`src/rtl/polar_pkg.sv`:
```
// polar_pkg: shared types and constants for the polar-SC stage sequencer.
// Holds the op encoding, LLR limits and the latched command bundle.
package polar_pkg;

    typedef enum logic [1:0] {
        POLAR_F    = 2'd0,
        POLAR_G    = 2'd1,
        POLAR_R    = 2'd2,
        POLAR_RSVD = 2'd3
    } polar_op_e;

    localparam int LLR_W = 8;
    localparam logic [LLR_W-1:0] LLR_MAX = 8'h7F;
    localparam logic [LLR_W-1:0] LLR_MIN = 8'h81;

    localparam int N_MAX_LOG = 5;
    localparam int MASK_W    = 1 << N_MAX_LOG;

    typedef struct packed {
        polar_op_e         op;
        logic [2:0]        len;
        logic [MASK_W-1:0] mask;
    } polar_cmd_t;

    // Stage lengths above the supported maximum are folded onto it.
    function automatic logic [2:0] clamp_len(
        input logic [2:0] len,
        input logic [2:0] max_log
    );
        return (len > max_log) ? max_log : len;
    endfunction

endpackage

```
`src/rtl/polar_fgr_unit.sv`:
```
// polar_fgr_unit: combinational F/G/R kernel for one LLR pair.
// Produces the result byte and a flag for G saturation events.
module polar_fgr_unit
    import polar_pkg::*;
(
    input  polar_op_e        op,
    input  logic [LLR_W-1:0] a,
    input  logic [LLR_W-1:0] b,
    input  logic             mask_bit,
    output logic [LLR_W-1:0] res,
    output logic             sat
);

    logic [LLR_W-1:0] mag_a;
    logic [LLR_W-1:0] mag_b;
    logic [LLR_W-1:0] mag;
    logic             f_sign;
    logic [LLR_W:0]   g_sum;
    logic             g_hi;
    logic             g_lo;

    // F min-sum, G add/sub with saturation, R hard decision.
    always_comb begin
        mag_a  = a[LLR_W-1] ? (~a + 8'd1) : a;
        mag_b  = b[LLR_W-1] ? (~b + 8'd1) : b;
        mag    = (mag_a < mag_b) ? mag_a : mag_b;
        f_sign = a[LLR_W-1] ^ b[LLR_W-1];
        g_sum  = mask_bit
               ? ({b[LLR_W-1], b} - {a[LLR_W-1], a})
               : ({b[LLR_W-1], b} + {a[LLR_W-1], a});
        g_hi   = $signed(g_sum) > 9'sd127;
        g_lo   = $signed(g_sum) < -9'sd127;
        res    = '0;
        sat    = 1'b0;
        unique case (1'b1)
            (op == POLAR_F): begin
                res = f_sign ? (~mag + 8'd1) : mag;
            end
            (op == POLAR_G): begin
                sat = g_hi | g_lo;
                if (g_hi) begin
                    res = LLR_MAX;
                end else if (g_lo) begin
                    res = LLR_MIN;
                end else begin
                    res = g_sum[LLR_W-1:0];
                end
            end
            (op == POLAR_R): begin
                res = {7'b0, ~mask_bit & a[LLR_W-1]};
            end
            default: begin
                res = '0;
            end
        endcase
    end

endmodule

```
`src/rtl/polar_stage_sched.sv`:
```
// polar_stage_sched: runs one F/G/R stage over N LLR pairs, one per cycle.
// Define POLAR_SAT_STATS_EN to build the G saturation-event counter.
module polar_stage_sched
    import polar_pkg::*;
#(
    parameter int MAX_LOG_N = N_MAX_LOG,
    parameter int SAT_CNT_W = 16
) (
    input  logic                    clk_i,
    input  logic                    rst_ni,
    input  logic                    cmd_valid_i,
    output logic                    cmd_ready_o,
    input  logic [1:0]              cmd_op_i,
    input  logic [2:0]              cmd_len_i,
    input  logic [2**MAX_LOG_N-1:0] cmd_mask_i,
    input  logic                    llr_valid_i,
    output logic                    llr_ready_o,
    input  logic [LLR_W-1:0]        llr_a_i,
    input  logic [LLR_W-1:0]        llr_b_i,
    output logic                    res_valid_o,
    input  logic                    res_ready_i,
    output logic [LLR_W-1:0]        res_llr_o,
    output logic                    res_last_o,
    output logic                    busy_o,
    output logic [SAT_CNT_W-1:0]    sat_cnt_o
);

    typedef enum logic {
        S_IDLE = 1'b0,
        S_RUN  = 1'b1
    } state_e;

    state_e               state_q;
    state_e               state_d;
    polar_cmd_t           cmd_q;
    logic [MAX_LOG_N-1:0] idx_q;
    logic [MAX_LOG_N-1:0] last_idx;
    logic                 is_last;
    logic                 pair_ok;
    logic                 cmd_fire;
    logic                 llr_fire;
    logic [2:0]           len_in;
    logic [LLR_W-1:0]     fgr_res;
    logic                 fgr_sat;
    logic                 res_valid_q;
    logic [LLR_W-1:0]     res_llr_q;
    logic                 res_last_q;

    assign len_in   = clamp_len(cmd_len_i, 3'(MAX_LOG_N));
    assign last_idx = MAX_LOG_N'((32'd1 << cmd_q.len) - 32'd1);
    assign is_last  = (idx_q == last_idx);
    assign pair_ok  = res_ready_i | ~res_valid_q;
    assign cmd_fire = cmd_valid_i & cmd_ready_o;
    assign llr_fire = llr_valid_i & llr_ready_o;

    polar_fgr_unit u_fgr (
        .op       (cmd_q.op),
        .a        (llr_a_i),
        .b        (llr_b_i),
        .mask_bit (cmd_q.mask[idx_q]),
        .res      (fgr_res),
        .sat      (fgr_sat)
    );

    // State register.
    always_ff @(posedge clk_i or negedge rst_ni) begin
        if (!rst_ni) begin
            state_q <= S_IDLE;
        end else begin
            state_q <= state_d;
        end
    end

    // Next state and handshakes; a new command may chain on the last pair.
    always_comb begin
        state_d     = state_q;
        cmd_ready_o = 1'b0;
        llr_ready_o = 1'b0;
        unique case (state_q)
            S_IDLE: begin
                cmd_ready_o = 1'b1;
                if (cmd_valid_i) begin
                    state_d = S_RUN;
                end
            end
            S_RUN: begin
                llr_ready_o = pair_ok;
                if (llr_valid_i && pair_ok && is_last) begin
                    cmd_ready_o = 1'b1;
                    state_d     = cmd_valid_i ? S_RUN : S_IDLE;
                end
            end
            default: begin
                state_d = S_IDLE;
            end
        endcase
    end

    // Command latch and element index.
    always_ff @(posedge clk_i or negedge rst_ni) begin
        if (!rst_ni) begin
            cmd_q <= '0;
            idx_q <= '0;
        end else if (cmd_fire) begin
            cmd_q.op   <= polar_op_e'(cmd_op_i);
            cmd_q.len  <= len_in;
            cmd_q.mask <= MASK_W'(cmd_mask_i);
            idx_q      <= '0;
        end else if (llr_fire) begin
            idx_q <= idx_q + MAX_LOG_N'(1);
        end
    end

    // Single output register, refilled in the same cycle it drains.
    always_ff @(posedge clk_i or negedge rst_ni) begin
        if (!rst_ni) begin
            res_valid_q <= 1'b0;
            res_llr_q   <= '0;
            res_last_q  <= 1'b0;
        end else if (llr_fire) begin
            res_valid_q <= 1'b1;
            res_llr_q   <= fgr_res;
            res_last_q  <= is_last;
        end else if (res_ready_i) begin
            res_valid_q <= 1'b0;
        end
    end

    assign res_valid_o = res_valid_q;
    assign res_llr_o   = res_llr_q;
    assign res_last_o  = res_last_q;
    assign busy_o      = (state_q != S_IDLE) | res_valid_q;

`ifdef POLAR_SAT_STATS_EN
    logic [SAT_CNT_W-1:0] sat_cnt_q;

    // Per-command G saturation count, sticking at all-ones.
    always_ff @(posedge clk_i or negedge rst_ni) begin
        if (!rst_ni) begin
            sat_cnt_q <= '0;
        end else if (cmd_fire) begin
            sat_cnt_q <= '0;
        end else if (llr_fire && fgr_sat && !(&sat_cnt_q)) begin
            sat_cnt_q <= sat_cnt_q + SAT_CNT_W'(1);
        end
    end

    assign sat_cnt_o = sat_cnt_q;
`else
    logic unused_sat;

    assign unused_sat = fgr_sat;
    assign sat_cnt_o  = '0;
`endif

endmodule
```
`config.mk`:
```
export PLATFORM = sky130hd
export DESIGN_NAME = polar_stage_sched
export DESIGN_NICKNAME = d
export VERILOG_FILES = /design/src/rtl/polar_pkg.sv /design/src/rtl/polar_fgr_unit.sv /design/src/rtl/polar_stage_sched.sv
export SDC_FILE = /design/constraint.sdc
export NUM_CORES = 1
export LEC_CHECK = 0
export BUFFER_PORTS_ARGS = -buffer_cell sky130_fd_sc_hd__buf_4
export CORE_ASPECT_RATIO = 1.2
export CORE_MARGIN = 3
export CORE_UTILIZATION = 25
export CTS_BUF_LIST = sky130_fd_sc_hd__clkbuf_2
export DETAILED_ROUTE_END_ITERATION = 10
export SLEW_MARGIN = 0
export SYNTH_ARGS = -nofsm -noshare
export SYNTH_HDL_FRONTEND = slang
export SYNTH_SLANG_ARGS = --single-unit
```
`constraint.sdc`:
```
create_clock -name clk_i -period 5 [get_ports clk_i]
set_input_delay 0.5 -clock clk_i [delete_from_list [all_inputs] [get_ports clk_i]]
set_output_delay 0.5 -clock clk_i [all_outputs]
set_load 0.02 [all_outputs]
```
# Word-level counts from Yosys, hierarchy flattened

Cells that the tools add are included.

Input bits: 58
Flip-flop bits (word level): 53

Reduce and logical (&&, ||, !) cells: 5
Shift operators: 1
Bitwise operators: 12
Muxes and demuxes: 21
Add/sub/neg operators: 7
Equal/unequal tests: 3
Magnitude comparators: 5

Operator list:

| kind                | count |
|---|---|
| $mux 8              | 6 |
| $add 8x1->8 const B | 3 |
| $not 8->8           | 3 |
| $pmux 8 s3          | 1 |
| $mux 5              | 2 |
| $add 8x8->9         | 1 |
| $gt 9x8->1 const B  | 1 |
| $lt 9x8->1 const B  | 1 |
| $mux 9              | 1 |
| $sub 8x8->9         | 1 |
| $lt 8x8->1          | 1 |
| $mux 1              | 7 |
| $lt 5x6->1 const B  | 1 |
| $add 5x1->5 const B | 1 |
| $bmux 1 s5          | 1 |
| $eq 5x5->1          | 1 |
| $shl 1x3->5 const A | 1 |
| $sub 5x1->5 const B | 1 |
| $pmux 1 s2          | 2 |
| $reduce_bool 2->1   | 2 |
| $and 1x1->1         | 3 |
| $gt 3x3->1 const B  | 1 |
| $mux 3              | 1 |
| $not 1->1           | 3 |
| 6 further kinds     | 8 |

# Logic depth before layout (Yosys ltp)

Word-level depth: 9
Depth in mapped cells: 19

# Cells and area by module

From an unflattened synthesis, not the netlist that was laid out.

Cells, all modules: 443
Area, all modules: 4,459.3 um^2

By module, submodules not included:

| module            | cells each | instances | sequential area each (um^2) | area an instance (um^2) |
|---|---|---|---|---|
| polar_stage_sched | 197        | 1         | 1,326.3                     | 2,738.9 |
| polar_fgr_unit    | 246        | 1         | 0.0                         | 1,720.4 |

# Worst setup path after synthesis

OpenSTA, ideal clock, no wires.

Path kind: reg-to-reg
From: reg idx_q[0]
To: reg res_llr_q[6] (netlist: res_llr_o[6])
Data arrival time: 3.838 ns
Stages on the path, launching flop included: 17
Period minus slack after synthesis: 3.920 ns
Setup slack: 1.080 ns
Cell sequence: dfrtp_1 -> buf_6 -> mux4_1 -> mux2_2 -> nand3b_2 -> nand4_4 -> nor2_1 -> xnor2_1 -> ha_1 -> nor2b_1 -> o31a_1 -> nor3_1 -> o21bai_1 -> a21oi_1 -> xnor3_1 -> or3_1 -> a31oi_1

Word-level cells in the longest chain between the ends: 7
Elaborated cells on any way between the ends: 8
Those cells by class: order compare (2); mux (6)

RTL lines:

| item                             | RTL line                 | text |
|---|---|---|
| start, declared                  | polar_stage_sched.sv:36  | `logic [MAX_LOG_N-1:0] idx_q;` |
| start signal, assigned           | polar_stage_sched.sv:110 | `idx_q <= idx_q + MAX_LOG_N'(1);` |
| $bmux 1 s5 (*)                   | polar_stage_sched.sv:60  | `.mask_bit (cmd_q.mask[idx_q]),` |
| $mux 1 (implied by the code) (*) | polar_stage_sched.sv:60  |  |
| $mux 9 (*)                       | polar_fgr_unit.sv:29     | `? ({b[LLR_W-1], b} - {a[LLR_W-1], a})` |
| $lt 9x8->1                       | polar_fgr_unit.sv:32     | `g_lo = $signed(g_sum) < -9'sd127;` |
| $mux 8                           | polar_fgr_unit.sv:43     | `end else if (g_lo) begin` |
| $mux 8 (*)                       | polar_fgr_unit.sv:41     | `if (g_hi) begin` |
| $pmux 8 s3 (*)                   | polar_fgr_unit.sv:35     | `unique case (1'b1)` |
| end signal, assigned             | polar_stage_sched.sv:122 | `res_llr_q <= fgr_res;` |
| end, declared                    | polar_stage_sched.sv:46  | `logic [LLR_W-1:0] res_llr_q;` |

Mark *: on every way between the ends. The rest lies on a longest branch, timed or not. The select of a mux whose other input is x is not followed.
A chain may end at the register's enable or synchronous reset.

# Worst setup path after layout

Ends and elaborated chain as after synthesis.

==> results_dict.tcl <==
set metrics [dict create \
    outcome "finished, final reports clean" \
    whs_ps 59.1 \
    synth_ff_type "dfrtp_1" \
    ys_warn_count 0 \
    hold_violations 0 \
    grt_pass1_wl_mm 16.2 \
    fmax_mhz 222 \
    port_buffers 70 \
    period_minus_slack_ps 4510 \
    crit_type "reg -> reg" \
    std_cell_rows 49 \
    dr.first_iter.drc_count 162 \
    ys_seq_area_share_pct 33.8 \
    num_antenna_cells 0 \
    synth_area_um2 3920 \
    dr_total_vias 3180 \
    maxCapViolCount 0 \
    r2r_cells 15 \
    p_comb_share_pct 64.4 \
    filler_cell_count 1626 \
    cts_setup_buffers 0 \
    power_frac_clock_pct 7.5 \
    fin_nets 546 \
    slew_headroom_pct 35.9 \
    synth_area_leaders "dfrtp_1 34%, mux2_2 11%, ha_1 6.7%, mux2i_1 4.1%, xor2_1 3.8%" \
    async_flop_share_pct 100 \
    skew_ps 31.3 \
    synthDistinctLibCells 56 \
    fin_ws_ps 487 \
    worstMarginPinSlew_ps 962 \
    p_sw_share_pct 44.0 \
    grt_setup_unrepaired "no" \
    clock_latency_ps 420 \
    power_switching_mw 1.25 \
    p_per_area_nw_per_um2 611 \
    layout-drive-gt1-share_pct 26.8 \
    start_kind "flop" \
    area_delta_synth_final_pct 18.3 \
    htree_levels 2 \
    ant_nets 0 \
    arrival_ps 4890 \
    synth.largest_area_cell "dfrtp_1" \
    antenna_found_initial 0 \
    r2r_end "res_llr_o[6]" \
    numCtsBuffers 5 \
    synthTopCellsByCount "53 x dfrtp_1, 40 x mux2_2, 32 x nand2_1, 27 x nor2_1, 21 x ha_1" \
    power.leakage_nw 2.11 \
    clock_path_buffers 2 \
    fp.dieH_um 143 \
    reg2reg_slack_ps 490 \
    routed_wl_mm 10.0 \
    die_w_um 120 \
    syn_inst 404 \
    cts_resized 0 \
    synth_edf_count 0 \
    seqPwrFrac_pct 28.1 \
    timing.final.crit_share_pct 90.3 \
    cts_root_buffer "clkbuf_2" \
    cts.reportedPaths.clkPinSlew_ps 260 \
    internal-power_mw 1.59 \
    timing.rr.start "idx_q[0]" \
    critPathRequiredTime_ps 5380 \
    drt_first_pass_iters 4 \
    vdd_ir_drop_max_uv 473 \
    drc 0 \
    viasPerCell 4.74 \
    setup.worst_path.end_class "flop" \
    postSynthRegisterBits 53 \
    cp_max_fo 10 \
    gr-total-overflow 0 \
    yosysMostFrequentCell "dfrtp_1" \
    grt_use_total_pct 11.5 \
    post-place-ws_ps 509 \
    final_max_slew_viol_count 0 \
    clock-sinks 53 \
    postSynthAreaPerCell_um2 9.70 \
    place_congestion 0.862 \
    cts_hold_buffers 0 \
    drt-wirelength-per-cell_um 15.0 \
    dieArea_um2 17200 \
    grt_max_degree 54 \
    cts_tree "built" \
    io_pins 87 \
    finalPower_mw 2.83 \
    dp_hpwl_mm 8.14 \
    core_area_um2 15200 \
    start_util_pct 25.8 \
    yosysTopAreaCellShare_pct 33.8 \
    setup_viol 0 \
    tns_ps 0 \
    hold_path_class "in -> async" \
    grt_pass1_vias 3337 \
]
[logic make-up (layout without fill, tap and decap cells)]
group	after synthesis	in the layout	synth area share, %
AO/OA/AOI/OAI	77	77	12.9
XOR/XNOR	33	33	7.72
adder cells (fa/ha/maj)	22	22	7.21
buffers and inverters	43	91	6.06
flip-flops	53	53	33.8
multiplexers	58	58	16.8
other	1	16	0.0957
AND/OR/NAND/NOR	117	117	15.4
[worst max-delay path, stage by stage (launching register included)]
cell	delay, ps
dfrtp_1	660
mux4_1	620
mux2_2	290
nand3b_2	100
nand4_4	220
nor2_1	180
xnor2_1	160
ha_1	310
nor2b_1	160
o31a_1	270
nor3_1	210
o21bai_1	120
a21oi_1	200
xnor3_1	420
or3_1	390
a31oi_1	160
[registers in the layout, summed over array words and instances (netlist names)]
signal       cells
cmd_q           37
res_llr_o        8
idx_q            5
res_last_o       1
res_valid_o      1
state_q          1
[per-layer routing]
layer	up-vias	share of wire [%]	wire, um	track usage [%]
li1	1527	-	-	-
met1	1536	40	4000	13.3
met2	102	53	5360	22.0
met3	15	5.2	520	1.51
met4	0	1.6	158	3.16
met5	-	0	0	0
[power by group through the flow]
stage | logic, mW | registers (mW) | clock network, mW
6_report | 1.83 | 0.796 | 0.213
5_1_grt | 2.02 | 0.831 | 0.239
4_1_cts | 1.83 | 0.797 | 0.223
2_1_floorplan | 1.42 | 0.758 | 0
3_5_place_dp | 1.83 | 0.807 | 0
3_3_place_gp | 1.79 | 0.798 | 0
[final cells by class]
class	instances	area [um2]	share of cell area, %
Multi-Input combinational cell	323	2410	52.1
Sequential cell	53	1330	28.6
Clock buffer	6	30.0	0.648
Clock inverter	2	33.8	0.729
Timing Repair Buffer	71	533	11.5
Tap cell	204	255	5.50
Inverter	12	45.0	0.971
[worst max path at each step]
stage	from	to	cells after the start	slack, ps
3_5_place_dp	idx_q[0]	res_llr_o[6]	15	510
6_report	idx_q[0]	res_llr_o[6]	15	490
2_1_floorplan	idx_q[0]	res_llr_o[6]	16	1080
3_3_place_gp	idx_q[0]	res_llr_o[6]	15	530
5_1_grt	idx_q[0]	res_llr_o[6]	15	180
4_1_cts	idx_q[0]	res_llr_o[6]	15	480
[placed cells by master (no fill, tap or decap), types with 2 or more instances in the layout]
cell and count:
or3_1 7, a21oi_1 15, nor2_1 27, nor3_1 5, inv_1 12, conb_1 16, a2bb2oi_1 2, o31a_1 2
a22oi_1 9, nor2b_1 5, and2_1 5, nand2_1 32, buf_4 71, nand4_1 3, o211ai_1 4, and2b_1 4
mux2_2 40, o21a_1 4, o2111ai_1 3, o31ai_1 4, a21o_1 3, o21ai_0 19, xnor2_1 15, dfrtp_1 53
ha_1 21, clkbuf_2 6, nand3_1 8, mux2i_1 16, a211oi_1 2, nand2b_1 10, and3_1 2, xor2_1 17
nand3b_1 2
[per-stage QoR]
stage / utilization [%] / instance area, um2 / std cells
6_report: 30.5 / 4640 / 671
5_1_grt: 30.5 / 4640 / 671
4_1_cts: 30.5 / 4640 / 671
3_5_place_dp: 30.1 / 4570 / 663
3_3_place_gp: 30.1 / 4570 / 663
2_1_floorplan: - / 3980 / 419
No activity file was read; power rests on OpenSTA's default activity.
